### config.mk
export PLATFORM = sky130hd
export DESIGN_NAME = div_ctrl_flat
export DESIGN_NICKNAME = d
export VERILOG_FILES = /design/src/rtl/div_ctrl_pkg.sv /design/src/rtl/div_ctrl_if.sv /design/src/rtl/div_ctrl_step.sv /design/src/rtl/div_ctrl.sv /design/src/flat_wrapper.sv
export SDC_FILE = /design/constraint.sdc
export NUM_CORES = 1
export LEC_CHECK = 0
export CAP_MARGIN = 0
export CORE_MARGIN = 5
export CORE_UTILIZATION = 62
export CTS_CLUSTER_SIZE = 16
export DETAILED_ROUTE_END_ITERATION = 10
export GPL_TIMING_DRIVEN = 0
export MAX_ROUTING_LAYER = met4
export PLACE_DENSITY = 0.87
export SYNTH_ARGS = -nofsm -noshare
export SYNTH_HDL_FRONTEND = slang
export SYNTH_SLANG_ARGS = --single-unit
export TNS_END_PERCENT = 30
### constraint.sdc
create_clock -name clk -period 10.2 [get_ports clk]
set_input_delay 1.02 -clock clk [delete_from_list [all_inputs] [get_ports clk]]
set_output_delay 1.02 -clock clk [all_outputs]
set_load 0.1 [all_outputs]
### src/rtl/div_ctrl_pkg.sv
// Shared definitions for the EX-stage divider controller: state encodings,
// handshake constants and default widths.
package div_ctrl_pkg;

    localparam int DIV_WIDTH = 32;
    localparam int DIV_CNT_W = 6;

    localparam logic DIV_START        = 1'b1;
    localparam logic DIV_STOP         = 1'b0;
    localparam logic RESULT_READY     = 1'b1;
    localparam logic RESULT_NOT_READY = 1'b0;

    typedef enum logic [1:0] {
        DIV_IDLE   = 2'b00,
        DIV_BYZERO = 2'b01,
        DIV_ON     = 2'b10,
        DIV_END    = 2'b11
    } div_state_e;

endpackage

### src/rtl/div_ctrl_if.sv
// Divider request/response bundle between the EX stage (master) and the
// divider controller (slave).
//   start       request, held until ready is seen
//   annul       pipeline flush, cancels the operation
//   signed_div  1 = DIV, 0 = DIVU
//   opdata1/2   dividend / divisor
//   result      {remainder, quotient}
//   ready       result valid
//   stallreq    stall request towards the pipeline controller
interface div_ctrl_if import div_ctrl_pkg::*; #(
    parameter int WIDTH = DIV_WIDTH
);
    logic                 start;
    logic                 annul;
    logic                 signed_div;
    logic [WIDTH-1:0]     opdata1;
    logic [WIDTH-1:0]     opdata2;
    logic [2*WIDTH-1:0]   result;
    logic                 ready;
    logic                 stallreq;

    modport master (
        output start, annul, signed_div, opdata1, opdata2,
        input  result, ready, stallreq
    );

    modport slave (
        input  start, annul, signed_div, opdata1, opdata2,
        output result, ready, stallreq
    );
endinterface

### src/rtl/div_ctrl_step.sv
// One restoring-division iteration, purely combinational.
//   work_i    {partial remainder, dividend bits / quotient bits so far}
//   divisor_i divisor magnitude
//   work_o    working register after shift, trial subtract and quotient bit
module div_step import div_ctrl_pkg::*; #(
    parameter int WIDTH = DIV_WIDTH
) (
    input  logic [2*WIDTH-1:0] work_i,
    input  logic [WIDTH-1:0]   divisor_i,
    output logic [2*WIDTH-1:0] work_o
);

    logic [WIDTH:0]   top;
    logic             fits;
    logic [WIDTH-1:0] rem_next;

    always_comb begin
        // Upper WIDTH+1 bits of the register after a left shift by one.
        top  = work_i[2*WIDTH-1:WIDTH-1];
        fits = (top >= {1'b0, divisor_i});
        // The partial remainder is always below the divisor, so after a
        // successful subtract the result fits in WIDTH bits and the
        // modular low-half subtract is exact.
        rem_next = fits ? (top[WIDTH-1:0] - divisor_i) : top[WIDTH-1:0];
        work_o   = {rem_next, work_i[WIDTH-2:0], fits};
    end

endmodule

### src/rtl/div_ctrl.sv
// Multi-cycle restoring divider controller for DIV/DIVU in the EX stage.
// Stalls the pipeline while busy and returns {remainder, quotient}.
//   clk  system clock, rising edge
//   rst  asynchronous reset, active low
//   bus  slave side of div_ctrl_if (request, operands, result, handshake)
//
// state      | meaning
// -----------+-----------------------------------------------------------
// DIV_IDLE   | waiting for start; operands sampled only here
// DIV_BYZERO | divisor was zero; one cycle then END with a zero result
// DIV_ON     | one restoring iteration per cycle, WIDTH iterations total
// DIV_END    | result valid; held until start drops or annul
module div_ctrl import div_ctrl_pkg::*; #(
    parameter int WIDTH = DIV_WIDTH,
    parameter int CNT_W = DIV_CNT_W
) (
    input  logic       clk,
    input  logic       rst,
    div_ctrl_if.slave  bus
);

    localparam logic [CNT_W-1:0] LAST_CNT = CNT_W'(WIDTH - 1);

    div_state_e           state_q,   state_d;
    logic [CNT_W-1:0]     cnt_q,     cnt_d;
    logic [2*WIDTH-1:0]   work_q,    work_d;
    logic [WIDTH-1:0]     divisor_q, divisor_d;
    logic                 op1_neg_q, op1_neg_d;
    logic                 op2_neg_q, op2_neg_d;
    logic                 signed_q,  signed_d;
    logic                 ready_q,   ready_d;
    logic [2*WIDTH-1:0]   result_q,  result_d;

    logic [2*WIDTH-1:0]   step_work;
    logic                 in_op1_neg;
    logic                 in_op2_neg;
    logic [WIDTH-1:0]     in_mag1;
    logic [WIDTH-1:0]     in_mag2;
    logic [WIDTH-1:0]     quot_raw;
    logic [WIDTH-1:0]     rem_raw;
    logic [WIDTH-1:0]     quot_fix;
    logic [WIDTH-1:0]     rem_fix;

    div_step #(.WIDTH(WIDTH)) u_step (
        .work_i    (work_q),
        .divisor_i (divisor_q),
        .work_o    (step_work)
    );

    // Operand magnitudes. The most negative value negates to itself, which
    // is the correct unsigned magnitude.
    always_comb begin
        in_op1_neg = bus.signed_div & bus.opdata1[WIDTH-1];
        in_op2_neg = bus.signed_div & bus.opdata2[WIDTH-1];
        in_mag1    = in_op1_neg ? -bus.opdata1 : bus.opdata1;
        in_mag2    = in_op2_neg ? -bus.opdata2 : bus.opdata2;
    end

    // Sign fix-up applied to the outcome of the final iteration.
    always_comb begin
        quot_raw = step_work[WIDTH-1:0];
        rem_raw  = step_work[2*WIDTH-1:WIDTH];
        quot_fix = (signed_q & (op1_neg_q ^ op2_neg_q)) ? -quot_raw : quot_raw;
        rem_fix  = (signed_q & op1_neg_q) ? -rem_raw : rem_raw;
    end

    always_comb begin
        state_d   = state_q;
        cnt_d     = cnt_q;
        work_d    = work_q;
        divisor_d = divisor_q;
        op1_neg_d = op1_neg_q;
        op2_neg_d = op2_neg_q;
        signed_d  = signed_q;
        ready_d   = ready_q;
        result_d  = result_q;

        case (state_q)
            DIV_IDLE: begin
                ready_d  = RESULT_NOT_READY;
                result_d = '0;
                if (bus.start == DIV_START && !bus.annul) begin
                    if (bus.opdata2 == '0) begin
                        state_d = DIV_BYZERO;
                    end else begin
                        state_d   = DIV_ON;
                        cnt_d     = '0;
                        work_d    = {{WIDTH{1'b0}}, in_mag1};
                        divisor_d = in_mag2;
                        op1_neg_d = in_op1_neg;
                        op2_neg_d = in_op2_neg;
                        signed_d  = bus.signed_div;
                    end
                end
            end

            DIV_BYZERO: begin
                if (bus.annul) begin
                    state_d = DIV_IDLE;
                end else begin
                    state_d  = DIV_END;
                    ready_d  = RESULT_READY;
                    result_d = '0;
                end
            end

            DIV_ON: begin
                if (bus.annul) begin
                    state_d  = DIV_IDLE;
                    ready_d  = RESULT_NOT_READY;
                    result_d = '0;
                end else begin
                    work_d = step_work;
                    cnt_d  = cnt_q + CNT_W'(1);
                    if (cnt_q == LAST_CNT) begin
                        state_d  = DIV_END;
                        ready_d  = RESULT_READY;
                        result_d = {rem_fix, quot_fix};
                    end
                end
            end

            DIV_END: begin
                if (bus.annul || bus.start == DIV_STOP) begin
                    state_d  = DIV_IDLE;
                    ready_d  = RESULT_NOT_READY;
                    result_d = '0;
                end
            end

            default: begin
                state_d  = DIV_IDLE;
                ready_d  = RESULT_NOT_READY;
                result_d = '0;
            end
        endcase
    end

    always_ff @(posedge clk or negedge rst) begin
        if (!rst) begin
            state_q   <= DIV_IDLE;
            cnt_q     <= '0;
            work_q    <= '0;
            divisor_q <= '0;
            op1_neg_q <= 1'b0;
            op2_neg_q <= 1'b0;
            signed_q  <= 1'b0;
            ready_q   <= RESULT_NOT_READY;
            result_q  <= '0;
        end else begin
            state_q   <= state_d;
            cnt_q     <= cnt_d;
            work_q    <= work_d;
            divisor_q <= divisor_d;
            op1_neg_q <= op1_neg_d;
            op2_neg_q <= op2_neg_d;
            signed_q  <= signed_d;
            ready_q   <= ready_d;
            result_q  <= result_d;
        end
    end

    assign bus.result   = result_q;
    assign bus.ready    = ready_q;
    // Combinational so the stall covers the very cycle start first appears.
    assign bus.stallreq = bus.start & ~ready_q & ~bus.annul;

endmodule

### src/flat_wrapper.sv
// flat-port wrapper written by rule: the top's interface ports become plain ports
module div_ctrl_flat import div_ctrl_pkg::*;
#(
    parameter int WIDTH = DIV_WIDTH,
    parameter int CNT_W = DIV_CNT_W
)
  (clk, rst, bus_start, bus_annul, bus_signed_div, bus_opdata1, bus_opdata2, bus_result, bus_ready, bus_stallreq);
  div_ctrl_if #(.WIDTH(WIDTH)) bus_i ();
  input  logic clk;
  input  logic rst;
  input wire logic [$bits(bus_i.start)-1:0] bus_start;
  input wire logic [$bits(bus_i.annul)-1:0] bus_annul;
  input wire logic [$bits(bus_i.signed_div)-1:0] bus_signed_div;
  input wire logic [$bits(bus_i.opdata1)-1:0] bus_opdata1;
  input wire logic [$bits(bus_i.opdata2)-1:0] bus_opdata2;
  output wire logic [$bits(bus_i.result)-1:0] bus_result;
  output wire logic [$bits(bus_i.ready)-1:0] bus_ready;
  output wire logic [$bits(bus_i.stallreq)-1:0] bus_stallreq;
  assign bus_i.start = bus_start;
  assign bus_i.annul = bus_annul;
  assign bus_i.signed_div = bus_signed_div;
  assign bus_i.opdata1 = bus_opdata1;
  assign bus_i.opdata2 = bus_opdata2;
  assign bus_result = bus_i.result;
  assign bus_ready = bus_i.ready;
  assign bus_stallreq = bus_i.stallreq;
  div_ctrl #(.WIDTH(WIDTH), .CNT_W(CNT_W)) u_core (.clk(clk), .rst(rst), .bus(bus_i));
endmodule
; After elaboration in Yosys (flattened, before gate mapping)
; Index checks and enable logic that the tools add are counted.
[totals]
regBits = 172
input_bits = 69
out_inout_bits = 66
elab_cells = 77
[classes]
addsub = 6
order_cmp = 1
n_eq_ne = 10
muxes = 30
n_bitwise = 11
reduce_logical = 10
[ops]
columns = cell, n
row1 = two-way mux 64 bit, 7
row2 = case mux 64 bit (4 select lines), 1
row3 = two-way mux 32 bit, 5
row4 = negator 32 bit, 4
row5 = case mux 64 bit (2 select lines), 1
row6 = greater-or-equal comparator 33 x 32 -> 1 bit, 1
row7 = logical NOT 32 bit, 1
row8 = subtractor 32 bit, 1
row9 = two-way mux 6 bit, 3
row10 = two-way mux 2 bit, 6
row11 = case mux 6 bit (2 select lines), 1
row12 = AND reduction 3 bit, 3
row13 = case mux 2 bit (4 select lines), 1
row14 = "adder 6 x 1 -> 6 bit, second input constant", 1
row15 = AND 1 bit, 6
row16 = "equality test 6 x 5 -> 1 bit, second input constant", 1
row17 = "inequality test 2 bit, second input constant", 3
row18 = "equality test 2 bit, second input constant", 2
row19 = two-way mux 1 bit, 4
row20 = "inequality test 2 x 1 -> 1 bit, second input constant", 2
row21 = NOT 1 bit, 4
row22 = case mux 1 bit (4 select lines), 1
row23 = AND reduction 4 bit, 1
row24 = "inequality test 3 x 2 -> 1 bit, second input constant", 1
row25 = 7 further kinds, 7

; Longest topological paths before layout
[depth]
ltp_word = 7
depth_mapped = 25
ltp_nobuf = 20

; By module
; Synthesis repeated with hierarchy kept, for this count alone.
[hier_totals]
cells_unflattened = 1519
area_unflattened_um2 = 12672.2
[modules_own_cells]
columns = module, instances, cells_each, area_each_um2, seq_area_each_um2
row1 = div_ctrl, 1, 1164, 10100.9, 4304.1
row2 = div_step, 1, 355, 2571.2, 0.0

; Least setup slack after synthesis
; OpenSTA, ideal clock, no wires.
[synth_timing]
path_kind = reg-to-reg
startpoint = register u_core.work_q[47]
endpoint = register u_core.result_q[58], in the netlist u_core.bus.result[58]
setup_time_ns = 0.129
t_arrival_ns = 4.233
t_required_ns = 10.071
slack_ns = 5.837
stages_incl_launch_ff = 22
n_path_buf = 4
period_less_slack_ns = 4.363
cell_sequence = dfrtp_1 -> ha_1 -> buf_2 -> a21oi_2 -> o21ai_2 -> a211oi_2 -> o211ai_4 -> or2_1 -> buf_6 -> inv_4 -> buf_2 -> buf_2 -> mux2i_1 -> ha_1 -> nand2_1 -> a2111oi_4 -> a41o_2 -> and4b_4 -> nand3_4 -> o31ai_2 -> xor2_1 -> o21ai_1
[synth_between]
elab_chain_len = 7
elab_cells_between_ends = 8
cone_classes = 2 x add/sub / 1 x order compare / 5 x mux
[synth_rtl]
columns = element, line
row1 = "start, declared", div_ctrl.sv:26  ; logic [2*WIDTH-1:0] work_q, work_d;
row2 = "start signal, assigned", div_ctrl.sv:153  ; work_q <= work_d;
row3 = subtractor 32 bit / greater-or-equal comparator 33 x 32 -> 1 bit (equally long branches), "div_ctrl_step.sv:24, div_ctrl_step.sv:20"
row4 = two-way mux 32 bit (*), div_ctrl_step.sv:24  ; rem_next = fits ? (top[WIDTH-1:0] - divisor_i) : top[WIDTH-1:0];
row5 = negator 32 bit, div_ctrl.sv:64  ; rem_fix = (signed_q & op1_neg_q) ? -rem_raw : rem_raw;
row6 = two-way mux 32 bit (*), div_ctrl.sv:64
row7 = two-way mux 64 bit (*), div_ctrl.sv:115  ; if (cnt_q == LAST_CNT) begin
row8 = two-way mux 64 bit (*), div_ctrl.sv:108  ; if (bus.annul) begin
row9 = case mux 64 bit (4 select lines) (*), div_ctrl.sv:78  ; case (state_q)
row10 = "end signal, assigned", div_ctrl.sv:159  ; result_q <= result_d;
row11 = "end, declared", div_ctrl.sv:32  ; logic [2*WIDTH-1:0] result_q, result_d;
; Every way passes the cells marked *; elsewhere a longest branch is shown, timed or not. The select of a mux whose other input is x is not followed.
; A chain may end at the register's enable or synchronous reset.

; Final worst setup path
[layout_timing]
startpoint = register u_core.work_q[59]
endpoint = register u_core.result_q[58], in the netlist u_core.bus.result[58]
[layout_between]
elab_chain_len = 7
[layout_rtl]
columns = element, line
row1 = greater-or-equal comparator 33 x 32 -> 1 bit (*), div_ctrl_step.sv:20  ; fits = (top >= {1'b0, divisor_i});
row2 = two-way mux 32 bit (*), div_ctrl_step.sv:24
row3 = negator 32 bit, div_ctrl.sv:64
row4 = two-way mux 32 bit (*), div_ctrl.sv:64
row5 = two-way mux 64 bit (*), div_ctrl.sv:115
row6 = two-way mux 64 bit (*), div_ctrl.sv:108
row7 = case mux 64 bit (4 select lines) (*), div_ctrl.sv:78
; Marked as above.

==> results_dict.tcl <==
set metrics [dict create \
    postCtsSetupBuffers 0 \
    synthSimpleGateAreaFrac_pct 19.1 \
    htree_levels 4 \
    synthArstFlopShare_pct 100 \
    clock_latency_ps 440 \
    holdBufCountCts 0 \
    p_comb_share_pct 60.2 \
    ys_types 89 \
    outcome "complete, no violations" \
    r2r-start "u_core.work_q[59]$_DFFE_PN0P_" \
    cts_buffers 17 \
    power_density_mw_per_mm2 311 \
    final_layout_size_suffix_gt1_share_pct 6.63 \
    synth-edff-count 0 \
    tritoncts "yes" \
    power_mw 4.45 \
    p_seq_share_pct 24.9 \
    dpl.hpwl_um 27200 \
    vias_per_cell 6.13 \
    synth_xor_area_share_pct 10.8 \
    path_delay_family "compound AO/OA/AOI/OAI gates" \
    yosysSeqAreaShare_pct 35.8 \
    wl_per_cell_um 18.6 \
    grt_pass1_wl_um 56100 \
    final_max_slew_viol_count 0 \
    fin_ws_ps 4710 \
    syn_inst 1446 \
    leakagePower_nw 5.94 \
    crit_arrival_ps 5800 \
    stdcell_count 1879 \
    synthMuxAreaShare_pct 2.13 \
    power.share.switching_pct 53.1 \
    root_buffer "clkbuf_16" \
    vias 11500 \
    cp_slowest_stage_delay_ps 500 \
    period_share_pct 53.8 \
    fin_tns_setup_ps 0 \
    cts_sinks 172 \
    numPortBuffers 134 \
    grt_max_degree 124 \
    ys_warn_count 0 \
    ir_drop_mv 0.217 \
    syn_to_final_growth_pct 19.2 \
    hold_class "input pin to asynchronous set/reset pin" \
    crit_chain "ha_1, a21oi_1, o21ai_2, a2111oi_4, o211ai_4, or2_1, buf_6, buf_6, buf_4, buf_2, o21ai_0, ha_1, nand2_1, a2111oi_4, a41o_2, and4b_4, nand3_4, o31ai_2, xor2_1, o21ai_1" \
    initial_core_util_pct 62.3 \
    utilization_pct 74.3 \
    startpoint "u_core.work_q[59]$_DFFE_PN0P_" \
    ant_nets 0 \
    ys.flop_type "dfrtp_1" \
    cp_max_fo 10 \
    drt_iter0_drc 1158 \
    avgSynthCellArea_um2 8.31 \
    synth_compound_area_share_pct 23.0 \
    dpl_worst_slack_ps 4900 \
    firstDrtPassIters 6 \
    layout_common_cells "209 x nand2_1, 172 x dfrtp_1, 156 x o21ai_0, 137 x nor2_1, 133 x clkdlybuf4s50_1" \
    design_area_mm2 0.0143 \
    place_inst 1846 \
    synth_top_family_by_area "compound AO/OA/AOI/OAI gates" \
    cp_num_buf_inv 4 \
    die_w_um 149 \
    clock.fmax_mhz 182 \
    cts_resized 0 \
    relSlewSlack_pct 32.1 \
    fp.dieH_um 149 \
    drv_cap 0 \
    startpoint_type "flip-flop" \
    nets 1711 \
    clkPwrFrac_pct 14.9 \
    switchingPower_mw 2.37 \
    gp_congestion 0.969 \
    intPower_mw 2.09 \
    grt_pass1_vias 10700 \
    grt_use_total_pct 32.5 \
    ctsLongestPathBuffers 2 \
    ioPinCount 135 \
    finalHoldViolCount 0 \
    finClkSkew_ps 12.4 \
    core.rowCount 51 \
    placed_area_mm2 0.0137 \
    core_area_mm2 0.0193 \
    synth_area_mm2 0.0120 \
    rsz0062_at_grt "no" \
    critPathKind "flip-flop to flip-flop" \
    dieArea_mm2 0.0223 \
    antenna_found_initial 0 \
    min_period_ps 5490 \
    worst_hold_slack_ps 461 \
    routed_wl_um 34900 \
    synth_fa_ha_area_share_pct 4.44 \
    cp-end-kind "flip-flop" \
    syn_nets 1557 \
    setup_viol 0 \
    cp_slowest_cell "o21ai_0" \
    postSynthRegisterBits 172 \
    mostFrequentLayoutCell "nand2_1" \
    required_ps 10510 \
    worst_slew_pin_slew_ps 1020 \
    overflow 0 \
    drc 0 \
    path_clk_slew_ps 70 \
]
[flip-flops by register name, summed over array words and instances (netlist names)]
signal             count
u_core.signed_q        1
u_core.bus.ready       1
u_core.bus.result     64
u_core.divisor_q      32
u_core.state_q         2
u_core.work_q         64
u_core.cnt_q           6
u_core.op2_neg_q       1
u_core.op1_neg_q       1
[power groups by stage]
stage	sequential (mW)	clock [mW]	combinational, mW
finish	1.11	0.665	2.68
global route	1.14	0.699	2.89
CTS	1.10	0.671	2.65
detailed placement	1.11	0	2.63
global placement	1.10	0	2.57
floorplan	1.60	0	1.45
[path summary, 6_finish.rpt]
| check | slack, ps | depth (start not counted) | end |
|---|---|---|---|
| min in group clk | 480 | 2 | u_core.bus.result[3]$_DFFE_PN0P_ |
| max | 4710 | 20 | u_core.bus.result[58]$_DFFE_PN0P_ |
| min reg2reg | 480 | 2 | u_core.bus.result[3]$_DFFE_PN0P_ |
| max reg2reg | 4710 | 20 | u_core.bus.result[58]$_DFFE_PN0P_ |
| min | 460 | 1 | u_core.bus.result[29]$_DFFE_PN0P_ |
| max in group asynchronous | 8810 | 2 | u_core.bus.result[49]$_DFFE_PN0P_ |
[cell type report]
cell class	instances	area [um2]
well taps	265	332
clock buffers	17	425
multi-input cells	1147	7140
clock inverters	15	176
repair buffers	135	1370
diodes	1	2.50
flip-flops and latches	172	4300
fillers	1547	4950
inverters	51	194
plain buffers	76	380
[logic make-up after synthesis]
| group | Yosys count |
|---|---|
| AND/OR/NAND/NOR | 501 |
| XOR/XNOR | 148 |
| flip-flops | 172 |
| multiplexers | 25 |
| AO/OA/AOI/OAI | 431 |
| buffers and inverters | 127 |
| adder cells (fa/ha/maj) | 42 |
[worst register-to-register path, stage by stage (launching register included)]
cell,delay [ps]
dfrtp_1,450
ha_1,430
a21oi_1,210
o21ai_2,110
a2111oi_4,450
o211ai_4,220
or2_1,300
buf_6,150
buf_6,150
buf_4,190
buf_2,230
o21ai_0,510
ha_1,380
nand2_1,130
a2111oi_4,280
a41o_2,300
and4b_4,290
nand3_4,110
o31ai_2,210
xor2_1,190
o21ai_1,70
[synth_stat cells (4+ instances only)]
cell,instances,area [um2]
or4_1,10,75.1
o211ai_1,9,67.6
buf_6,5,56.3
and2_1,10,62.6
a22o_1,7,61.3
ha_1,41,513
mux2i_1,22,220
or2_2,6,37.5
nand3_1,18,90.1
nand2_1,209,785
dfrtp_1,172,4300
nor4_1,15,93.8
xor2_1,77,674
xnor2_1,71,622
o31ai_1,14,105
a31oi_1,8,50.1
a221o_1,19,190
buf_2,13,65.1
or3_1,15,93.8
inv_1,50,188
clkbuf_1,45,169
o21ai_2,4,35.0
nor2b_1,4,25.0
nand2b_1,7,43.8
buf_4,8,60.1
o41ai_1,10,87.6
nand4_1,13,81.3
a21oi_1,106,531
nor2_1,137,514
o21a_1,7,52.6
a21o_1,10,75.1
nor3_1,29,145
o21ai_1,26,130
a22oi_1,4,30.0
o21ai_0,156,781
a21oi_2,7,61.3
[routing by layer]
metal,vias to the layer above,GRT usage [%],routed length (um)
met3,84,6.44,3190
met2,580,47.3,15500
met5,-,-,0
li1,5417,-,-
met1,5446,45.9,15300
met4,0,11.1,963
Power figures use the tool's default switching activity.
